===== src/rtl/stopwatch_ctrl_pkg.sv =====
// Shared types and helpers for the stopwatch controller and its BCD converter.
package stopwatch_ctrl_pkg;

  localparam int TIMER_W    = 16;
  localparam int BCD_DIGITS = 5;
  localparam int BCD_W      = 4 * BCD_DIGITS;

  typedef enum logic [2:0] {
    IDLE,
    CLEAR,
    RUN,
    DRAIN,
    CONVERT,
    DONE
  } state_e;

  // One double-dabble iteration: add 3 to every digit >= 5, then shift in the next binary bit.
  function automatic logic [BCD_W-1:0] dd_step(input logic [BCD_W-1:0] acc, input logic bit_in);
    logic [BCD_W-1:0] adj;
    adj = acc;
    for (int d = 0; d < BCD_DIGITS; d++) begin
      if (adj[4*d +: 4] >= 4'd5) begin
        adj[4*d +: 4] = adj[4*d +: 4] + 4'd3;
      end
    end
    return {adj[BCD_W-2:0], bit_in};
  endfunction

endpackage


===== src/rtl/bin2bcd_seq.sv =====
// Iterative 16-bit binary to 5-digit BCD converter; the load cycle performs the first
// iteration so a conversion occupies exactly TIMER_W cycles, with a one-cycle done pulse.
module bin2bcd_seq
  import stopwatch_ctrl_pkg::*;
(
  input  logic               clock,
  input  logic               reset,
  input  logic               load,
  input  logic [TIMER_W-1:0] bin,
  output logic [BCD_W-1:0]   bcd,
  output logic               done
);

  logic [BCD_W-1:0]   acc_q, acc_d;
  logic [TIMER_W-1:0] sh_q, sh_d;
  logic [3:0]         cnt_q, cnt_d;
  logic               active_q, active_d;
  logic               done_q, done_d;
  logic [BCD_W-1:0]   bcd_q, bcd_d;

  always_comb begin
    acc_d    = acc_q;
    sh_d     = sh_q;
    cnt_d    = cnt_q;
    active_d = active_q;
    done_d   = 1'b0;
    bcd_d    = bcd_q;
    if (load) begin
      acc_d    = dd_step('0, bin[TIMER_W-1]);
      sh_d     = {bin[TIMER_W-2:0], 1'b0};
      cnt_d    = 4'd1;
      active_d = 1'b1;
    end else if (active_q) begin
      acc_d = dd_step(acc_q, sh_q[TIMER_W-1]);
      sh_d  = {sh_q[TIMER_W-2:0], 1'b0};
      cnt_d = cnt_q + 4'd1;
      if (cnt_q == 4'(TIMER_W - 1)) begin
        active_d = 1'b0;
        done_d   = 1'b1;
        bcd_d    = acc_d;
      end
    end
  end

  always_ff @(posedge clock) begin
    if (reset) begin
      acc_q    <= '0;
      sh_q     <= '0;
      cnt_q    <= '0;
      active_q <= 1'b0;
      done_q   <= 1'b0;
      bcd_q    <= '0;
    end else begin
      acc_q    <= acc_d;
      sh_q     <= sh_d;
      cnt_q    <= cnt_d;
      active_q <= active_d;
      done_q   <= done_d;
      bcd_q    <= bcd_d;
    end
  end

  assign bcd  = bcd_q;
  assign done = done_q;

endmodule


===== src/rtl/stopwatch_ctrl.sv =====
// Start/stop controller for the shared 16-bit timer: measures, waits for the timer to
// settle, captures the count and presents it in binary and BCD behind a valid/ack handshake.
module stopwatch_ctrl
  import stopwatch_ctrl_pkg::*;
#(
  parameter logic [TIMER_W-1:0] LIMIT      = 16'hFFFF,
  parameter int                 SETTLE_MAX = 4
) (
  input  logic               clock,
  input  logic               reset,
  input  logic               start,
  input  logic               stop,
  input  logic               abort,
  input  logic               ack,
  input  logic [TIMER_W-1:0] t_out,
  input  logic               t_valid,
  output logic               t_en,
  output logic               t_clr,
  output logic               busy,
  output logic [TIMER_W-1:0] result_bin,
  output logic [BCD_W-1:0]   result_bcd,
  output logic               result_valid,
  output logic               overflow,
  output logic               error
);

  state_e             state_q, state_d;
  logic [2:0]         settle_q, settle_d;
  logic [TIMER_W-1:0] result_bin_q, result_bin_d;
  logic [BCD_W-1:0]   result_bcd_q, result_bcd_d;
  logic               overflow_q, overflow_d;
  logic               error_q, error_d;
  logic               t_en_q, t_clr_q, busy_q, result_valid_q;
  logic               conv_load, conv_done;
  logic [BCD_W-1:0]   conv_bcd;

  bin2bcd_seq u_bin2bcd (
    .clock (clock),
    .reset (reset),
    .load  (conv_load),
    .bin   (t_out),
    .bcd   (conv_bcd),
    .done  (conv_done)
  );

  always_comb begin
    state_d      = state_q;
    settle_d     = '0;
    result_bin_d = result_bin_q;
    result_bcd_d = result_bcd_q;
    overflow_d   = overflow_q;
    error_d      = error_q;
    conv_load    = 1'b0;
    unique case (state_q)
      IDLE: begin
        if (!abort && start) begin
          state_d    = CLEAR;
          overflow_d = 1'b0;
          error_d    = 1'b0;
        end
      end
      CLEAR: state_d = abort ? IDLE : RUN;
      RUN: begin
        // The timer counts on the edge leaving RUN, so stopping at LIMIT-1 lands on LIMIT.
        if (abort) begin
          state_d = IDLE;
        end else begin
          if (stop) state_d = DRAIN;
          if (t_out == LIMIT - 16'd1) begin
            state_d    = DRAIN;
            overflow_d = 1'b1;
          end
        end
      end
      DRAIN: begin
        settle_d = settle_q + 3'd1;
        if (abort) begin
          state_d = IDLE;
        end else if (!t_valid) begin
          result_bin_d = t_out;
          conv_load    = 1'b1;
          state_d      = CONVERT;
        end else if (settle_d == 3'(SETTLE_MAX)) begin
          error_d = 1'b1;
          state_d = IDLE;
        end
      end
      CONVERT: begin
        if (abort) begin
          state_d = IDLE;
        end else if (conv_done) begin
          result_bcd_d = conv_bcd;
          state_d      = DONE;
        end
      end
      DONE: begin
        if (abort) begin
          state_d = IDLE;
        end else if (start) begin
          state_d    = CLEAR;
          overflow_d = 1'b0;
          error_d    = 1'b0;
        end else if (ack) begin
          state_d = IDLE;
        end
      end
      default: state_d = IDLE;
    endcase
  end

  // Timer controls and status flags are registered decodes of the next state.
  always_ff @(posedge clock) begin
    if (reset) begin
      state_q        <= IDLE;
      settle_q       <= '0;
      result_bin_q   <= '0;
      result_bcd_q   <= '0;
      overflow_q     <= 1'b0;
      error_q        <= 1'b0;
      t_en_q         <= 1'b0;
      t_clr_q        <= 1'b0;
      busy_q         <= 1'b0;
      result_valid_q <= 1'b0;
    end else begin
      state_q        <= state_d;
      settle_q       <= settle_d;
      result_bin_q   <= result_bin_d;
      result_bcd_q   <= result_bcd_d;
      overflow_q     <= overflow_d;
      error_q        <= error_d;
      t_en_q         <= (state_d == RUN);
      t_clr_q        <= (state_d == CLEAR);
      busy_q         <= (state_d inside {CLEAR, RUN, DRAIN, CONVERT});
      result_valid_q <= (state_d == DONE);
    end
  end

  assign t_en         = t_en_q;
  assign t_clr        = t_clr_q;
  assign busy         = busy_q;
  assign result_bin   = result_bin_q;
  assign result_bcd   = result_bcd_q;
  assign result_valid = result_valid_q;
  assign overflow     = overflow_q;
  assign error        = error_q;

endmodule


===== config.mk =====
export PLATFORM = sky130hd
export DESIGN_NAME = stopwatch_ctrl
export DESIGN_NICKNAME = d
export VERILOG_FILES = /design/src/rtl/stopwatch_ctrl_pkg.sv /design/src/rtl/bin2bcd_seq.sv /design/src/rtl/stopwatch_ctrl.sv
export SDC_FILE = /design/constraint.sdc
export NUM_CORES = 1
export LEC_CHECK = 0
export BUFFER_PORTS_ARGS = -buffer_cell sky130_fd_sc_hd__buf_2
export CORE_ASPECT_RATIO = 1.1
export CORE_MARGIN = 4
export CORE_UTILIZATION = 57
export DETAILED_ROUTE_END_ITERATION = 16
export PLACE_DENSITY_LB_ADDON = 0.2
export SLEW_MARGIN = 0
export SYNTH_ARGS = -nofsm -noshare
export SYNTH_HDL_FRONTEND = slang
export SYNTH_SLANG_ARGS = --single-unit

===== constraint.sdc =====
create_clock -name clock -period 2.44 [get_ports clock]
set_clock_uncertainty 0.1 [all_clocks]
set_input_delay 0 -clock clock [delete_from_list [all_inputs] [get_ports clock]]
set_output_delay 0 -clock clock [all_outputs]
set_load 0.005 [all_outputs]

==> impl_metrics.json, run 1 <==
{
  "ioPinCount": 65,
  "grt_max_degree": 46,
  "dieArea_um2": 9690,
  "drt-wirelength-per-cell_um": 13.3,
  "pre_cts_slack_ns": 0.538,
  "fillCellCount": 651,
  "worst_slack_ns": 0.532,
  "ir_worst_vdd_mv": 0.261,
  "dp.cells": 684,
  "clock_path_buffers": 2,
  "final_hold_viol_count": 0,
  "placed_cell_area_um2": 5020,
  "viasPerCell": 5.32,
  "start_util": 0.586,
  "cts_sinks": 109,
  "ys_seq_elements": 109,
  "die_w_um": 94.2,
  "rsz0062_at_grt": "no",
  "most-common-layout-cells": "128 x nand2_1, 108 x dfxtp_1, 70 x a21oi_1",
  "dpl.hpwl_mm": 6.45,
  "ys_seq_area_frac": 0.468,
  "drt_pass1_iterations": 4,
  "die_y_um": 103,
  "clkLatencyLatePin_ns": 0.38,
  "drtAntennaViolNets": 0,
  "drt_iter0_drc": 129,
  "antenna_cells": 0,
  "syn_inst": 538,
  "design.core.area_um2": 7960,
  "finalMaxSlewViolations": 0,
  "gp_congestion": 0.848,
  "required_ns": 2.58,
  "worstPathMaxFanout": 23,
  "status": "complete, no violations",
  "synth.net_count": 574,
  "whs_ns": 0.118,
  "hp-class": "in -> reg",
  "row_count": 34,
  "antenna_found_initial": 0,
  "timing.final.crit_share": 0.782,
  "cts-resized-gates": 0,
  "cts_tree": "yes",
  "cap_viol_max_count": 0,
  "fmax_ghz": 0.524,
  "drc": 0,
  "final_util": 0.681,
  "fin_crit_ns": 1.91,
  "yosys.cell_types.count": 42,
  "layout-drive-gt1-share": 0.207,
  "startpoint_type": "flop",
  "nets": 644,
  "grt_overflow": 0,
  "cts_buffers": 9,
  "grt_first_pass_wirelength_mm": 16.0,
  "cp-end-kind": "flop",
  "crit_arrival_ns": 2.05,
  "syn2layout_area_growth_pct": 16.2,
  "dr_total_vias": 3833,
  "totalPowerFinal_mw": 2.94,
  "h-tree-depth": 3,
  "worst_pin_slew_ns": 0.633,
  "grt.total_usage": 0.205,
  "layout_commonest_cell": "nand2_1",
  "routed_wl_mm": 9.58,
  "final_cell_area_um2": 5420,
  "first_global_vias": 3572,
  "setup_viol": 0,
  "worst-setup-path-type": "reg -> reg",
  "avgSynthCellArea_um2": 8.67,
  "path_clk_slew_ns": 0.11,
  "port-buffer-count": 64,
  "cts-root-buf": "clkbuf_8",
  "yosysWarnings": 0,
  "relSlewSlack": 0.574,
  "p_leak_nw": 2.06,
  "syn-cell-area_um2": 4660,
  "final_cell_count_no_fill": 721,
  "tns_ns": 0,
  "p_per_area_nw_per_um2": 543
}
layer usage:
layer	global-route usage	routed length, µm
met1	0.249	4500
met2	0.368	4630
met3	0.0285	301
met4	0.0767	146
met5	0	0
where the power goes:
part           internal, mW  switching (mW)  total, mW
Clock                 0.395           0.647       1.04
Sequential             1.78         0.00441       1.79
Combinational        0.0514          0.0631      0.114
Total                  2.23           0.714       2.94
flip-flops by register name (all words and copies together), names as in the netlist:
signal and flops:
busy 1, error 1, overflow 1, result_bcd 20, result_bin 16, result_valid 1, settle_q 3, state_q 3
t_clr 1, t_en 1, u_bin2bcd.acc_q 20, u_bin2bcd.active_q 1, u_bin2bcd.bcd 20, u_bin2bcd.cnt_q 4, u_bin2bcd.done 1, u_bin2bcd.sh_q 15
layout make-up:
class | count | area, µm² | share of cell area
Timing Repair Buffer | 93 | 603 | 0.111
Clock inverter | 7 | 62.6 | 0.0115
Multi-Input combinational cell | 383 | 2260 | 0.418
Tap cell | 108 | 135 | 0.0249
Sequential cell | 109 | 2180 | 0.403
Clock buffer | 9 | 124 | 0.0229
Inverter | 12 | 45.0 | 0.00831
what timing repair did:
item | CTS | global route
hold buffers | 21 | 0
endpoints found under the hold margin | 44 | 0
buffers inserted | 0 | 0
synthesized netlist by cell type:
cell type | n | share of area
o311ai_2 | 1 | 0.0035
nand3b_1 | 2 | 0.0032
nor2_1 | 39 | 0.031
mux2_2 | 14 | 0.034
buf_2 | 13 | 0.014
a31o_2 | 1 | 0.0019
nand2b_2 | 2 | 0.0038
nand4_1 | 5 | 0.0067
or3_1 | 1 | 0.0013
a21oi_2 | 10 | 0.019
ha_1 | 13 | 0.035
nand2_1 | 128 | 0.10
nor2b_2 | 1 | 0.0019
nand4b_1 | 2 | 0.0038
o21ai_0 | 11 | 0.012
a211oi_1 | 5 | 0.0081
nor4b_2 | 1 | 0.0032
nand2b_1 | 7 | 0.0094
nand3b_4 | 1 | 0.0043
a2bb2oi_1 | 1 | 0.0019
clkbuf_1 | 14 | 0.011
buf_1 | 3 | 0.0024
nor3_4 | 1 | 0.0035
nand3_1 | 9 | 0.0097
a31o_1 | 1 | 0.0019
a21oi_1 | 70 | 0.075
a211oi_2 | 4 | 0.011
xor2_1 | 2 | 0.0038
nor2b_1 | 1 | 0.0013
nor4_1 | 4 | 0.0054
nor3b_1 | 6 | 0.0097
and3_1 | 3 | 0.0040
dfxtp_1 | 109 | 0.47
a2111oi_4 | 1 | 0.0059
and2_1 | 2 | 0.0027
xnor2_1 | 7 | 0.013
nor3_1 | 4 | 0.0043
mux2i_1 | 17 | 0.036
o31ai_1 | 1 | 0.0016
a311oi_1 | 5 | 0.0094
buf_6 | 4 | 0.0097
inv_1 | 12 | 0.0097
worst max-delay path: stages, from the launching register on:
cell and delay (ns):
dfxtp_1 0.56, nand3b_4 0.19, or3_1 0.43, nand2b_2 0.39, nor2_1 0.10
final timing paths:
| path | start | to | slack [ns] | depth (start not counted) |
|---|---|---|---|---|
| worst max-delay path | state_q[0] | u_bin2bcd.acc_q[13] | 0.53 | 4 |
| worst min-delay path | ack | result_valid | 0.12 | 4 |
| worst max register to register | state_q[0] | u_bin2bcd.acc_q[13] | 0.53 | 4 |
| worst min register to register | settle_q[0] | settle_q[0] | 0.34 | 1 |
cells by family after synthesis:
group / share of synthesized area
AOI/OAI and AO/OA: 0.151
xor gates and xnor gates: 0.0169
adders and majority gates: 0.0349
buffers and inverters: 0.0470
DFF: 0.468
muxes: 0.0703
and+or+nand+nor: 0.213
Note: power is estimated with default switching activity, not from simulation.
==> inputs of run 2 (changes only) <==
Settings changed: CORE_UTILIZATION 57 to 51.
Clock period 2.44 ns to 1.6 ns, I/O delays scaled along.
==> run 2 against run 1 <==
Net effect: the run now ends with negative setup slack left; utilization grew 1.3 points; critical path depth rose by 3; count of clock-buffer cells in the layout is 1 higher; cell count is 6.4% higher; worst hold slack got worse by 0.044 ns; sequential share of layout area decreased by 4.4 points; die area is 11% higher; register-to-register slack got worse by 0.68 ns; critical path type unchanged; critical endpoint is now busy; largest cell class unchanged.
==> impl_metrics.json, run 2 (same netlist as run 1, synthesis figures left out) <==
{
  "worst_slack_ns": -0.152,
  "crit_arrival_ns": 1.96,
  "p_per_area_nw_per_um2": 730,
  "fmax_ghz": 0.571,
  "path_clk_slew_ns": 0.09,
  "cap_viol_max_count": 0,
  "layout-drive-gt1-share": 0.361,
  "drtAntennaViolNets": 0,
  "nets": 687,
  "layout_commonest_cell": "nand2_1",
  "viasPerCell": 5.39,
  "fin_crit_ns": 1.75,
  "cts_sinks": 109,
  "drt-wirelength-per-cell_um": 14.9,
  "grt_first_pass_wirelength_mm": 17.8,
  "drt_pass1_iterations": 4,
  "startpoint_type": "flop",
  "grt.total_usage": 0.204,
  "ioPinCount": 65,
  "pre_cts_slack_ns": -0.207,
  "drc": 0,
  "hp-class": "in -> reg",
  "worst_pin_slew_ns": 0.620,
  "grt_max_degree": 56,
  "placed_cell_area_um2": 5360,
  "final_util": 0.694,
  "antenna_cells": 0,
  "drt_iter0_drc": 191,
  "final_hold_viol_count": 0,
  "finalMaxSlewViolations": 0,
  "cts_buffers": 9,
  "most-common-layout-cells": "114 x nand2_1, 94 x dfxtp_1, 65 x a21oi_1",
  "setup_viol": 66,
  "cts-root-buf": "clkbuf_8",
  "cts_tree": "yes",
  "fillCellCount": 668,
  "dp.cells": 722,
  "relSlewSlack": 0.586,
  "worstPathMaxFanout": 3,
  "p_leak_nw": 2.35,
  "dpl.hpwl_mm": 7.19,
  "antenna_found_initial": 0,
  "routed_wl_mm": 11.5,
  "h-tree-depth": 3,
  "start_util": 0.526,
  "grt_overflow": 0,
  "gp_congestion": 0.785,
  "die_w_um": 99.2,
  "first_global_vias": 3902,
  "syn2layout_area_growth_pct": 32.0,
  "timing.final.crit_share": 1.09,
  "required_ns": 1.81,
  "dieArea_um2": 10700,
  "row_count": 36,
  "die_y_um": 108,
  "cp-end-kind": "flop",
  "totalPowerFinal_mw": 4.50,
  "violations": "negative setup slack",
  "port-buffer-count": 64,
  "worst-setup-path-type": "reg -> reg",
  "final_cell_area_um2": 6160,
  "status": "finished with violations",
  "dr_total_vias": 4131,
  "clock_path_buffers": 2,
  "rsz0062_at_grt": "yes",
  "ir_worst_vdd_mv": 0.347,
  "design.core.area_um2": 8870,
  "clkLatencyLatePin_ns": 0.36,
  "final_cell_count_no_fill": 767
}
==> run 2: routing by layer <==
| layer | GRT usage | wire length [µm] | vias to the layer above |
|---|---|---|---|
| met5 | 0 | 0 | - |
| met4 | 0.0732 | 182 | 0 |
| met3 | 0.0394 | 475 | 16 |
| met2 | 0.361 | 5880 | 73 |
| met1 | 0.247 | 4930 | 1997 |
| li1 | - | - | 2045 |
==> run 2: worst max-delay path: stages (launching register included) <==
cell	delay (ns)
dfxtp_2	0.34
ha_4	0.16
ha_4	0.16
nand2b_4	0.14
a2111oi_4	0.35
nor3_2	0.08
a211oi_1	0.24
a31o_1	0.14
==> run 2: final timing paths <==
path	from	endpoint	slack, ns	depth (start not counted)
worst max-delay path	settle_q[1]	busy	-0.15	7
worst min-delay path	t_valid	result_valid	0.07	3
worst max register to register	settle_q[1]	busy	-0.15	7
worst min register to register	settle_q[0]	settle_q[0]	0.34	1
==> run 2: final cells by class <==
type	count	area [µm²]	area share
multi-input cells	384	2610	0.423
flip-flops and latches	109	2210	0.359
repair buffers	135	983	0.160
well taps	114	143	0.0232
clock buffers	10	128	0.0207
inverters	12	45.0	0.00732
clock inverters	3	40.0	0.00650
==> run 2: report_power, final <==
group          total (mW)  internal [mW]  switching, mW
Clock                1.56          0.695          0.865
Combinational       0.220          0.103          0.117
Sequential           2.72           2.71        0.00460
Total                4.50           3.51          0.987
==> run 2: through the flow <==
stage               hold WS [ns]  setup TNS (ns)
floorplan                -0.0206           -1.23
global placement           0.189          -0.698
detailed placement         0.191           -2.00
CTS                       0.0436           -2.54
global route              0.0973           -7.12
finish                    0.0743           -3.01
==> run 2: what timing repair did <==
| item | CTS | global route |
|---|---|---|
| setup buffers | 3 | 5 |
| setup endpoints to repair | 77 | 102 |
| hold endpoints to repair | 50 | 0 |
| hold buffers | 21 | 0 |
| resized for setup | 15 | 61 |
| cloned | 1 | 2 |
| pin swaps | 6 | 15 |
